## config.mk

```make
export PLATFORM = sky130hd
export DESIGN_NAME = lcd_ctrl
export DESIGN_NICKNAME = d
export VERILOG_FILES = /design/src/rtl/lcd_ctrl.sv
export SDC_FILE = /design/constraint.sdc
export NUM_CORES = 1
export LEC_CHECK = 0
export ABC_AREA = 1
export CORE_ASPECT_RATIO = 1.4
export CORE_MARGIN = 2
export CORE_UTILIZATION = 40
export DETAILED_ROUTE_END_ITERATION = 6
export PLACE_DENSITY_LB_ADDON = 0.3
export SYNTH_ARGS = -nofsm -noshare
export SYNTH_HDL_FRONTEND = slang
export SYNTH_SLANG_ARGS = --single-unit
```

## constraint.sdc

```tcl
create_clock -name clk_i -period 1.7 [get_ports clk_i]
set_input_delay 0.17 -clock clk_i [delete_from_list [all_inputs] [get_ports clk_i]]
set_output_delay 0.17 -clock clk_i [all_outputs]
set_load 0.01 [all_outputs]
```

## src/rtl/lcd_ctrl.sv

```systemverilog
// ============================================================================
// Module      : lcd_ctrl
// Description : HD44780-style LCD write sequencer driven from a memory-mapped
//               output-peripheral word. A toggle on bit 10 requests a write;
//               the block walks SETUP / PULSE / HOLD / WAIT with a single
//               down-counter and reports busy/done back to software.
// Revision    : 1.0 - initial release
// ============================================================================
`default_nettype none

module lcd_ctrl #(
    parameter int T_SETUP      = 2,
    parameter int T_PULSE      = 12,
    parameter int T_HOLD       = 2,
    parameter int T_WAIT_SHORT = 2000,
    parameter int T_WAIT_LONG  = 82000,
    parameter int CNT_W        = 20
) (
    input  logic        clk_i,
    input  logic        rst_ni,
    input  logic [31:0] lcd_word_i,
    output logic [7:0]  lcd_data_o,
    output logic        lcd_rs_o,
    output logic        lcd_rw_o,
    output logic        lcd_en_o,
    output logic        lcd_on_o,
    output logic        busy_o,
    output logic        done_o
);

    // Counter reload values: a phase of N cycles counts N-1 down to 0.
    localparam logic [CNT_W-1:0] C_SETUP = CNT_W'(T_SETUP - 1);
    localparam logic [CNT_W-1:0] C_PULSE = CNT_W'(T_PULSE - 1);
    localparam logic [CNT_W-1:0] C_HOLD  = CNT_W'(T_HOLD - 1);
    localparam logic [CNT_W-1:0] C_SHORT = CNT_W'(T_WAIT_SHORT - 1);
    localparam logic [CNT_W-1:0] C_LONG  = CNT_W'(T_WAIT_LONG - 1);

    typedef enum logic [2:0] {
        S_IDLE  = 3'd0,
        S_SETUP = 3'd1,
        S_PULSE = 3'd2,
        S_HOLD  = 3'd3,
        S_WAIT  = 3'd4
    } state_t;

    state_t           state;
    logic [CNT_W-1:0] cnt;
    logic             req_seen;
    logic             req_pending;
    logic             long_wait;
    logic             unused_bits;

    // A request is a change of the toggle bit relative to the last accepted value.
    assign req_pending = (lcd_word_i[10] != req_seen);

    // Clear-display and return-home commands need the long settle time.
    assign long_wait = !lcd_rs_o && ((lcd_data_o == 8'h01) || (lcd_data_o == 8'h02));

    // The peripheral never reads back from the panel.
    assign lcd_rw_o = 1'b0;

    assign unused_bits = ^{lcd_word_i[30:11], lcd_word_i[8]};

    // Transfer sequencer: the latched bus values double as the output registers.
    always_ff @(posedge clk_i) begin
        if (!rst_ni) begin
            state      <= S_IDLE;
            cnt        <= '0;
            lcd_data_o <= 8'h00;
            lcd_rs_o   <= 1'b0;
            lcd_en_o   <= 1'b0;
            busy_o     <= 1'b0;
            done_o     <= 1'b0;
            req_seen   <= lcd_word_i[10];
        end else begin
            done_o <= 1'b0;
            case (state)
                S_IDLE: begin
                    if (req_pending) begin
                        lcd_data_o <= lcd_word_i[7:0];
                        lcd_rs_o   <= lcd_word_i[9];
                        req_seen   <= lcd_word_i[10];
                        cnt        <= C_SETUP;
                        busy_o     <= 1'b1;
                        state      <= S_SETUP;
                    end
                end
                S_SETUP: begin
                    if (cnt == '0) begin
                        cnt      <= C_PULSE;
                        lcd_en_o <= 1'b1;
                        state    <= S_PULSE;
                    end else begin
                        cnt <= cnt - 1'b1;
                    end
                end
                S_PULSE: begin
                    if (cnt == '0) begin
                        cnt      <= C_HOLD;
                        lcd_en_o <= 1'b0;
                        state    <= S_HOLD;
                    end else begin
                        cnt <= cnt - 1'b1;
                    end
                end
                S_HOLD: begin
                    if (cnt == '0) begin
                        cnt   <= long_wait ? C_LONG : C_SHORT;
                        state <= S_WAIT;
                    end else begin
                        cnt <= cnt - 1'b1;
                    end
                end
                S_WAIT: begin
                    if (cnt == '0) begin
                        busy_o <= 1'b0;
                        done_o <= 1'b1;
                        state  <= S_IDLE;
                    end else begin
                        cnt <= cnt - 1'b1;
                    end
                end
                default: begin
                    cnt      <= '0;
                    lcd_en_o <= 1'b0;
                    busy_o   <= 1'b0;
                    state    <= S_IDLE;
                end
            endcase
        end
    end

    // Power/backlight bit is a plain one-stage copy, independent of transfers.
    always_ff @(posedge clk_i) begin
        if (!rst_ni) begin
            lcd_on_o <= 1'b0;
        end else begin
            lcd_on_o <= lcd_word_i[31];
        end
    end

endmodule

`default_nettype wire
```

==> results of run 1 <==
-- layer usage --
metal	global-route usage	up-vias	part of all wire	routed length [µm]
met5	0	-	0	0
met4	0.08160	0	0.019	97
met3	0.03129	8	0.033	171
met2	0.3367	39	0.54	2795
met1	0.2051	986	0.41	2106
li1	-	1123	-	-
-- cell type report --
type	count	area, µm²	area share
Clock buffer	7	86.33	0.03018
Inverter	40	150.1	0.05249
Multi-Input combinational cell	238	1255	0.4388
Sequential cell	37	753.2	0.2633
Tap cell	66	82.58	0.02887
Timing Repair Buffer	60	533.0	0.1864
-- final timing paths --
path	from	to	depth (start not counted)
worst max-delay path	cnt[2]	cnt[18]	10
worst min-delay path	lcd_word_i[31]	lcd_on_o	3
worst max register to register	cnt[2]	cnt[18]	10
worst min register to register	lcd_en_o	lcd_en_o	2
-- flip-flops by register name (all words and copies together), names as in the netlist --
name / count
busy_o: 1
cnt: 20
done_o: 1
lcd_data_o: 8
lcd_en_o: 1
lcd_on_o: 1
lcd_rs_o: 1
req_seen: 1
state: 3
-- kinds of logic after synthesis --
| family | count (synthesis) | share of synthesized area |
|---|---|---|
| buffers and inverters | 47 | 0.09106 |
| xor gates and xnor gates | 10 | 0.04166 |
| and+or+nand+nor | 189 | 0.4107 |
| other | 1 | 0.001784 |
| adders and majority gates | 1 | 0.005951 |
| DFF | 37 | 0.3571 |
| AOI/OAI and AO/OA | 37 | 0.09167 |
-- cells in the mapped netlist, drive strengths merged --
master,instances
nand2,88
nor2,65
inv,39
dfxtp,36
nand3,26
o21ai,18
a21oi,17
xor2,6
clkbuf,4
nor3,4
xnor2,4
buf,3
nand4,3
a31oi,1
clkinv,1
conb,1
edfxtp,1
ha,1
nor3b,1
nor4,1
o21bai,1
or2,1
-- worst register-to-register path, stage by stage, from the launching register on --
cell                      delay [ns]
sky130_fd_sc_hd__dfxtp_1        0.36
sky130_fd_sc_hd__nor2_2         0.17
sky130_fd_sc_hd__nand2_4        0.09
sky130_fd_sc_hd__nor2_8         0.16
sky130_fd_sc_hd__nand2_4        0.09
sky130_fd_sc_hd__nor2_8         0.14
sky130_fd_sc_hd__a21oi_2        0.09
sky130_fd_sc_hd__buf_12         0.15
sky130_fd_sc_hd__nand2_2        0.09
sky130_fd_sc_hd__nand2_4        0.08
sky130_fd_sc_hd__nor3_2         0.15
-- layout by cell type (no fill, tap or decap), types with 3 or more instances in the layout --
cell type,n
sky130_fd_sc_hd__inv_2,3
sky130_fd_sc_hd__nand2_2,9
sky130_fd_sc_hd__nand3_1,22
sky130_fd_sc_hd__nor2_1,51
sky130_fd_sc_hd__xor2_1,6
sky130_fd_sc_hd__o21ai_0,13
sky130_fd_sc_hd__buf_4,32
sky130_fd_sc_hd__nand2_1,74
sky130_fd_sc_hd__clkbuf_8,6
sky130_fd_sc_hd__o21ai_1,4
sky130_fd_sc_hd__clkdlybuf4s50_1,25
sky130_fd_sc_hd__nand3_2,3
sky130_fd_sc_hd__inv_1,36
sky130_fd_sc_hd__dfxtp_1,34
sky130_fd_sc_hd__a21oi_1,16
sky130_fd_sc_hd__nand4_1,3
sky130_fd_sc_hd__nand2_4,4
sky130_fd_sc_hd__nor2_2,10
sky130_fd_sc_hd__xnor2_1,4
-- through the flow --
step	util	hold WS, ns	setup TNS (ns)	instance area (µm²)	cells
2_1_floorplan	-	0.2676	0	2102	322
3_3_place_gp	0.5095	0.4491	-0.2198	2609	433
3_5_place_dp	0.5095	0.4537	-0.4099	2609	433
4_1_cts	0.5308	0.4034	0	2718	441
5_1_grt	0.5587	0.4397	-0.1190	2860	448
6_report	0.5587	0.4049	0	2860	448
-- repair_timing --
action	in CTS	in global routing
setup buffers	1	7
hold buffers	0	0
endpoints found under the setup margin	14	19
resized for setup	4	30
pin swaps	4	9
hold endpoints to repair	0	0
==> impl_summary.log, run 1 <==
INFO  metric clkLatencyLatePin = 0.29 ns
INFO  metric ctsHtreeMaxLevel = 2
INFO  metric critical_path_arrival = 1.85 ns
INFO  metric critical-path-slowest-cell = sky130_fd_sc_hd__dfxtp_1
INFO  metric post-dp-hpwl = 3805 µm
INFO  metric via_count_of_the_first_global_routing_pass = 2079
INFO  metric port-buffer-count = 25
INFO  metric netlist-cell-type-count = 33
INFO  metric die-width = 65.27 µm
INFO  metric viasPerCell = 4.813
INFO  metric synth_seq_cells = 37
INFO  metric period_share = 0.9558
INFO  metric critical_path.cell_chain = nor2_2, nand2_4, nor2_8, nand2_4, nor2_8, a21oi_2, buf_12, nand2_2, nand2_4, nor3_2
INFO  metric numClockSinks = 37
INFO  metric design.core.area = 5120 µm²
INFO  metric register_clock_pin_slew_on_the_reported_worst_setup_and_hold_paths = 0.08 ns
INFO  metric num-fill-cells = 510
INFO  metric drt_first_iter_violations = 50
INFO  metric design.die.area = 5859 µm²
INFO  metric io_pins = 48
INFO  metric gpl.final_weighted_congestion = 0.8809
INFO  metric synth_largest_type_area_fraction = 0.3429
INFO  metric timing.critical_path.required = 1.93 ns
INFO  metric routed_wire_length_per_instance = 11.54 µm
INFO  metric grt_pass1_wl = 8721 µm
INFO  metric tritoncts_clock_tree = built
INFO  metric setup-violations-final = 0
INFO  metric antenna_cells = 0
INFO  metric top_fanout_value_on_the_critical_path = 7
INFO  metric areaGrowthSynthToFinish = 36.07%
INFO  metric die_h = 89.77 µm
INFO  metric worst-path-buf-inv = 1
INFO  metric grt_setup_unrepaired = true
INFO  metric syn_area_per_cell = 6.528 µm²
INFO  metric yosys-top-cells-area = sky130_fd_sc_hd__dfxtp_1, sky130_fd_sc_hd__nand2_1, sky130_fd_sc_hd__nor2_1
INFO  metric floorplan.initialDensity = 0.4106
INFO  metric fin_worst_skew = 0.006362 ns
INFO  metric netlist.top_cell.by_area = sky130_fd_sc_hd__dfxtp_1
INFO  metric ys_seq_area_frac = 0.3571
INFO  metric drt_wl_total = 5171 µm
INFO  metric number_of_standard_cell_rows_in_the_floorplan = 31
INFO  metric drv_slew = 0
INFO  metric grt_start_max_net_pins = 16
INFO  metric reg2reg_slack = 0.08 ns
INFO  metric timing.critical_path.max_delay_family = simple AND/OR/NAND/NOR gates
INFO  metric slew_headroom = 0.6482
INFO  metric antenna_violating_nets_post_route = 0
INFO  metric max_freq = 615.4 MHz
INFO  metric clk_path_buf_depth = 2
INFO  metric synth_area = 2102 µm²
INFO  metric hold_viol_final = 0
INFO  metric worst_slew_pin_slew = 0.5272 ns
INFO  metric endpoint_kind = flip-flop
INFO  metric post-route-worst-setup-slack = 0.07510 ns
INFO  metric overflow = 0
INFO  metric min_period = 1.625 ns
INFO  metric antenna_violations_before_repair = 0
INFO  metric dp_slack = -0.09063 ns
INFO  metric fin_nets = 417
INFO  metric synth_warnings = 0
INFO  metric outcome = complete, no violations
INFO  metric worstSetupStartpointType = flip-flop
INFO  metric cts_root_cell = sky130_fd_sc_hd__clkbuf_8
INFO  metric overall_track_demand_over_capacity_in_global_routing = 0.1856
INFO  metric cts_buffers = 5
INFO  metric min_path_type = in -> reg
INFO  metric routed-via-count = 2156
INFO  metric netlist_instances = 322
INFO  metric syn_nets = 357
INFO  metric drc = 0
INFO  metric timing.setup.critical_path_class = reg -> reg
INFO  metric cp_common_cell = sky130_fd_sc_hd__nand2_4
INFO  metric post_route_cells_drive_above_1_share = 0.2173
INFO  metric stage_delay_of_the_slowest_cell_on_the_critical_path = 0.36 ns
INFO  metric first_pass_iters = 4
INFO  metric max_cap_viol_count = 0
Power of run 1 is not shown: default switching activity piles up to over one toggle a cycle in this logic, so the estimate is an artifact.
==> run 2, diff against run 1 <==
--- a/config.mk
+++ b/config.mk
@@ -5,12 +5,13 @@
 export SDC_FILE = /design/constraint.sdc
 export NUM_CORES = 1
 export LEC_CHECK = 0
-export ABC_AREA = 1
 export CORE_ASPECT_RATIO = 1.4
 export CORE_MARGIN = 2
 export CORE_UTILIZATION = 40
+export CTS_CLUSTER_SIZE = 8
 export DETAILED_ROUTE_END_ITERATION = 6
 export PLACE_DENSITY_LB_ADDON = 0.3
+export SKIP_LAST_GASP = 1
 export SYNTH_ARGS = -nofsm -noshare
 export SYNTH_HDL_FRONTEND = slang
 export SYNTH_SLANG_ARGS = --single-unit
==> impl_summary.log, run 2 <==
INFO  metric synth_edf_count = 1 (unchanged)
INFO  metric power_report.internal_total = 4.698 mW
INFO  metric outcome = complete, but fails checks (was complete, no violations)
INFO  metric power.share.clock = 0.074
INFO  metric post-route-worst-setup-slack = -0.7368 ns (was 0.07510 ns)
INFO  metric viasPerCell = 5.250 (was 4.813)
INFO  metric max_freq = 410.4 MHz (was 615.4 MHz)
INFO  metric register_clock_pin_slew_on_the_reported_worst_setup_and_hold_paths = 0.08 ns (about the same)
INFO  metric final-seq-area = 753.2 µm² (unchanged)
INFO  metric grt_start_max_net_pins = 22 (was 16)
INFO  metric setup-violations-final = 26 (was 0)
INFO  metric fin_area = 3127 µm² (was 2860 µm²)
INFO  metric violations = negative setup slack
INFO  metric drc = 0 (unchanged)
INFO  metric worstSetupStartpointType = flip-flop (unchanged)
INFO  metric hold_viol_final = 0 (unchanged)
INFO  metric post-dp-hpwl = 4069 µm (was 3805 µm)
INFO  metric ys_top_cells_by_count = sky130_fd_sc_hd__dfxtp_1, sky130_fd_sc_hd__nor2_1, sky130_fd_sc_hd__nand2_1, sky130_fd_sc_hd__nor3_1, sky130_fd_sc_hd__o21ai_0 (was sky130_fd_sc_hd__nand2_1, sky130_fd_sc_hd__nor2_1, sky130_fd_sc_hd__inv_1, sky130_fd_sc_hd__dfxtp_1, sky130_fd_sc_hd__nand3_1)
INFO  metric drv_slew = 0 (unchanged)
INFO  metric die_h = 87.29 µm (was 89.77 µm)
INFO  metric syn_area_per_cell = 8.224 µm² (was 6.528 µm²)
INFO  metric final_common_cell = sky130_fd_sc_hd__buf_4 (was sky130_fd_sc_hd__nand2_1)
INFO  metric max_cap_viol_count = 0 (unchanged)
INFO  metric gpl.final_weighted_congestion = 0.9506 (was 0.8809)
INFO  metric reg.largest.list = cnt: 20 flops, lcd_data_o: 8 flops, state: 3 flops (unchanged)
INFO  metric yosys-top-cells-area = sky130_fd_sc_hd__dfxtp_1, sky130_fd_sc_hd__nor2_1, sky130_fd_sc_hd__mux2i_1 (was sky130_fd_sc_hd__dfxtp_1, sky130_fd_sc_hd__nand2_1, sky130_fd_sc_hd__nor2_1)
INFO  metric combinationalPowerShare = 0.764
INFO  metric top_fanout_value_on_the_critical_path = 5 (was 7)
INFO  metric net_switching_power_figure = 3.515 mW
INFO  metric ys_seq_area_frac = 0.3788 (was 0.3571)
INFO  metric syn_nets = 276 (was 357)
INFO  metric cts_buffers = 5 (unchanged)
INFO  metric stage_delay_of_the_slowest_cell_on_the_critical_path = 0.48 ns (was 0.36 ns)
INFO  metric grt_pass1_wl = 9480 µm (was 8721 µm)
INFO  metric seq_power_share = 0.162
INFO  metric timing.critical_path.required = 1.88 ns (was 1.93 ns)
INFO  metric min_path_type = in -> reg (unchanged)
INFO  metric endpoint_kind = flip-flop (unchanged)
INFO  metric num-fill-cells = 426 (was 510)
INFO  metric netlist-cell-type-count = 47 (was 33)
INFO  metric areaGrowthSynthToFinish = 57.77% (was 36.07%)
INFO  metric post_route_cells_drive_above_1_share = 0.3588 (was 0.2173)
INFO  metric via_count_of_the_first_global_routing_pass = 2135 (was 2079)
INFO  metric floorplan.initialDensity = 0.4125 (was 0.4106)
INFO  metric rr_worst_depth = 11 (was 10)
INFO  metric clkLatencyLatePin = 0.29 ns (about the same)
INFO  metric critical-path-slowest-cell = sky130_fd_sc_hd__or4b_4 (was sky130_fd_sc_hd__dfxtp_1)
INFO  metric ctsHtreeMaxLevel = 2 (unchanged)
INFO  metric fin_worst_skew = 0.009189 ns (was 0.006362 ns)
INFO  metric numClockSinks = 37 (unchanged)
INFO  metric timing.critical_path.depth = 11 (was 10)
INFO  metric sw_frac_of_total = 0.4280
INFO  metric worst-path-buf-inv = 4 (was 1)
INFO  metric fin_nets = 374 (was 417)
INFO  metric final.hold.worst_slack = 0.4647 ns (was 0.4049 ns)
INFO  metric power.static_leakage = 1.312 nW
INFO  metric timing.critical_path.max_delay_family = simple AND/OR/NAND/NOR gates (unchanged)
INFO  metric synth_seq_cells = 37 (unchanged)
INFO  metric design.core.area = 4805 µm² (was 5120 µm²)
INFO  metric fin_setup_tns = -15.79 ns (was 0 ns)
INFO  metric timing.setup.critical_path_class = reg -> reg (unchanged)
INFO  metric cts_hold_bufs = 0 (unchanged)
INFO  metric power.density_cell_area = 2627 nW/µm²
INFO  metric routed_wire_length_per_instance = 13.95 µm (was 11.54 µm)
INFO  metric synth_warnings = 0 (unchanged)
INFO  metric antenna_violations_before_repair = 0 (unchanged)
INFO  metric synth_most_common_cell = sky130_fd_sc_hd__dfxtp_1 (was sky130_fd_sc_hd__nand2_1)
INFO  metric cts_root_cell = sky130_fd_sc_hd__clkbuf_8 (unchanged)
INFO  metric design.die.area = 5542 µm² (was 5859 µm²)
INFO  metric critical_path.cell_chain = inv_2, ha_4, or4b_4, or4_4, buf_4, buf_6, nor2_4, buf_6, nor2_1, o21ai_0, a21oi_2 (was nor2_2, nand2_4, nor2_8, nand2_4, nor2_8, a21oi_2, buf_12, nand2_2, nand2_4, nor3_2)
INFO  metric critical_path_arrival = 2.62 ns (was 1.85 ns)
INFO  metric overflow = 0 (unchanged)
INFO  metric largest_register_ff_count = 20 (unchanged)
INFO  metric cp_common_cell = sky130_fd_sc_hd__buf_6 (was sky130_fd_sc_hd__nand2_4)
INFO  metric synth_area = 1982 µm² (was 2102 µm²)
INFO  metric overall_track_demand_over_capacity_in_global_routing = 0.2182 (was 0.1856)
INFO  metric antenna_violating_nets_post_route = 0 (unchanged)
INFO  metric drt_wl_total = 5635 µm (was 5171 µm)
INFO  metric routed-via-count = 2121 (was 2156)
INFO  metric min_path_cells = 2 (was 3)
INFO  metric min_period = 2.437 ns (was 1.625 ns)
INFO  metric netlist.top_cell.by_area = sky130_fd_sc_hd__dfxtp_1 (unchanged)
INFO  metric number_of_standard_cell_rows_in_the_floorplan = 30 (was 31)
INFO  metric layout_common_cells = sky130_fd_sc_hd__buf_4, sky130_fd_sc_hd__dfxtp_1, sky130_fd_sc_hd__nor2_1 (was sky130_fd_sc_hd__nand2_1, sky130_fd_sc_hd__nor2_1, sky130_fd_sc_hd__inv_1)
INFO  metric port-buffer-count = 25 (unchanged)
INFO  metric period_share = 1.433 (was 0.9558)
INFO  metric antenna_cells = 0 (unchanged)
INFO  metric grt_setup_unrepaired = true (unchanged)
INFO  metric drt_first_iter_violations = 55 (was 50)
INFO  metric final_util = 0.6508 (was 0.5587)
INFO  metric async_reset_ff_frac = 0 (unchanged)
INFO  metric io_pins = 48 (unchanged)
INFO  metric clk_path_buf_depth = 2 (unchanged)
INFO  metric postSynth.topFlopCell = sky130_fd_sc_hd__dfxtp_1 (unchanged)
INFO  metric multi_input_area = 1274 µm² (was 1255 µm²)
INFO  metric tritoncts_clock_tree = built (unchanged)
INFO  metric vdd_ir_drop_max = 0.001347 V
INFO  metric netlist_instances = 241 (was 322)
INFO  metric synth_largest_type_area_fraction = 0.3636 (was 0.3429)
INFO  metric register_bank_with_the_most_flops = cnt (unchanged)
INFO  metric die-width = 63.49 µm (was 65.27 µm)
INFO  metric post_dp_cell_area = 2815 µm² (was 2609 µm²)
INFO  metric first_pass_iters = 4 (unchanged)
run 2: cell types whose count changed in the layout (fill, tap and decap cells not counted), moves of 10 or more:
| cell | change |
|---|---|
| sky130_fd_sc_hd__nand2_1 | -58 |
| sky130_fd_sc_hd__buf_4 | +41 |
| sky130_fd_sc_hd__inv_1 | -33 |
| sky130_fd_sc_hd__nor2_1 | -20 |
| sky130_fd_sc_hd__nand3_1 | -18 |
| sky130_fd_sc_hd__mux2i_1 | +10 |
run 2: cell type report:
class                      instances  area share
multi-input combinational        183      0.4074
inverter                           5    0.006002
timing repair buffer             107      0.2933
tap                               64     0.02561
clock inverter                     1    0.002401
sequential                        37      0.2409
clock buffer                       7     0.02441
run 2: what timing repair did:
action | in CTS | in global routing
endpoints found under the setup margin | 26 | 26
buffers inserted | 7 | 3
pin swaps | 7 | 5
gates resized for setup | 24 | 12
run 2: power by group through the flow:
stage / Combinational, mW / Clock (mW) / Sequential [mW]
after floorplan: 2.71 / 0 / 1.40
final: 6.27 / 0.609 / 1.33
after detailed placement: 5.19 / 0 / 1.35
after CTS: 5.80 / 0.620 / 1.33
after global routing: 6.76 / 0.668 / 1.38
after global placement: 5.14 / 0 / 1.34
run 2: worst paths after layout:
kind | start | to | slack, ns
max reg2reg | cnt[1] | cnt[1] | -0.74
max | cnt[1] | cnt[1] | -0.74
min | lcd_word_i[31] | lcd_on_o | 0.46
min reg2reg | busy_o | busy_o | 0.49
run 2: logic make-up after synthesis:
family / Yosys count / share of synthesized area
AND/OR/NAND/NOR: 112 / 0.2929
AO/OA/AOI/OAI: 46 / 0.1553
adder cells (fa/ha/maj): 1 / 0.006312
other: 1 / 0.001892
buffers and inverters: 21 / 0.05682
flip-flops: 37 / 0.3788
XOR/XNOR: 13 / 0.05745
multiplexers: 10 / 0.05051
run 2: routing by layer:
| metal | GRT usage | vias up | share of wire |
|---|---|---|---|
| met3 | 0.05563 | 15 | 0.037 |
| met2 | 0.4038 | 46 | 0.54 |
| met5 | 0 | - | 0 |
| met4 | 0.1047 | 0 | 0.028 |
| li1 | - | 1052 | - |
| met1 | 0.2276 | 1008 | 0.40 |
run 2: metrics by stage:
stage,setup slack [ns],power [mW],instances
6_report,-0.7368,8.212,404
5_1_grt,-0.8158,8.802,404
4_1_cts,-0.6819,7.751,401
3_5_place_dp,-0.6759,6.538,386
3_3_place_gp,-0.6734,6.480,386
2_1_floorplan,-0.6506,4.111,241
Note: power is estimated with default switching activity, not from simulation.
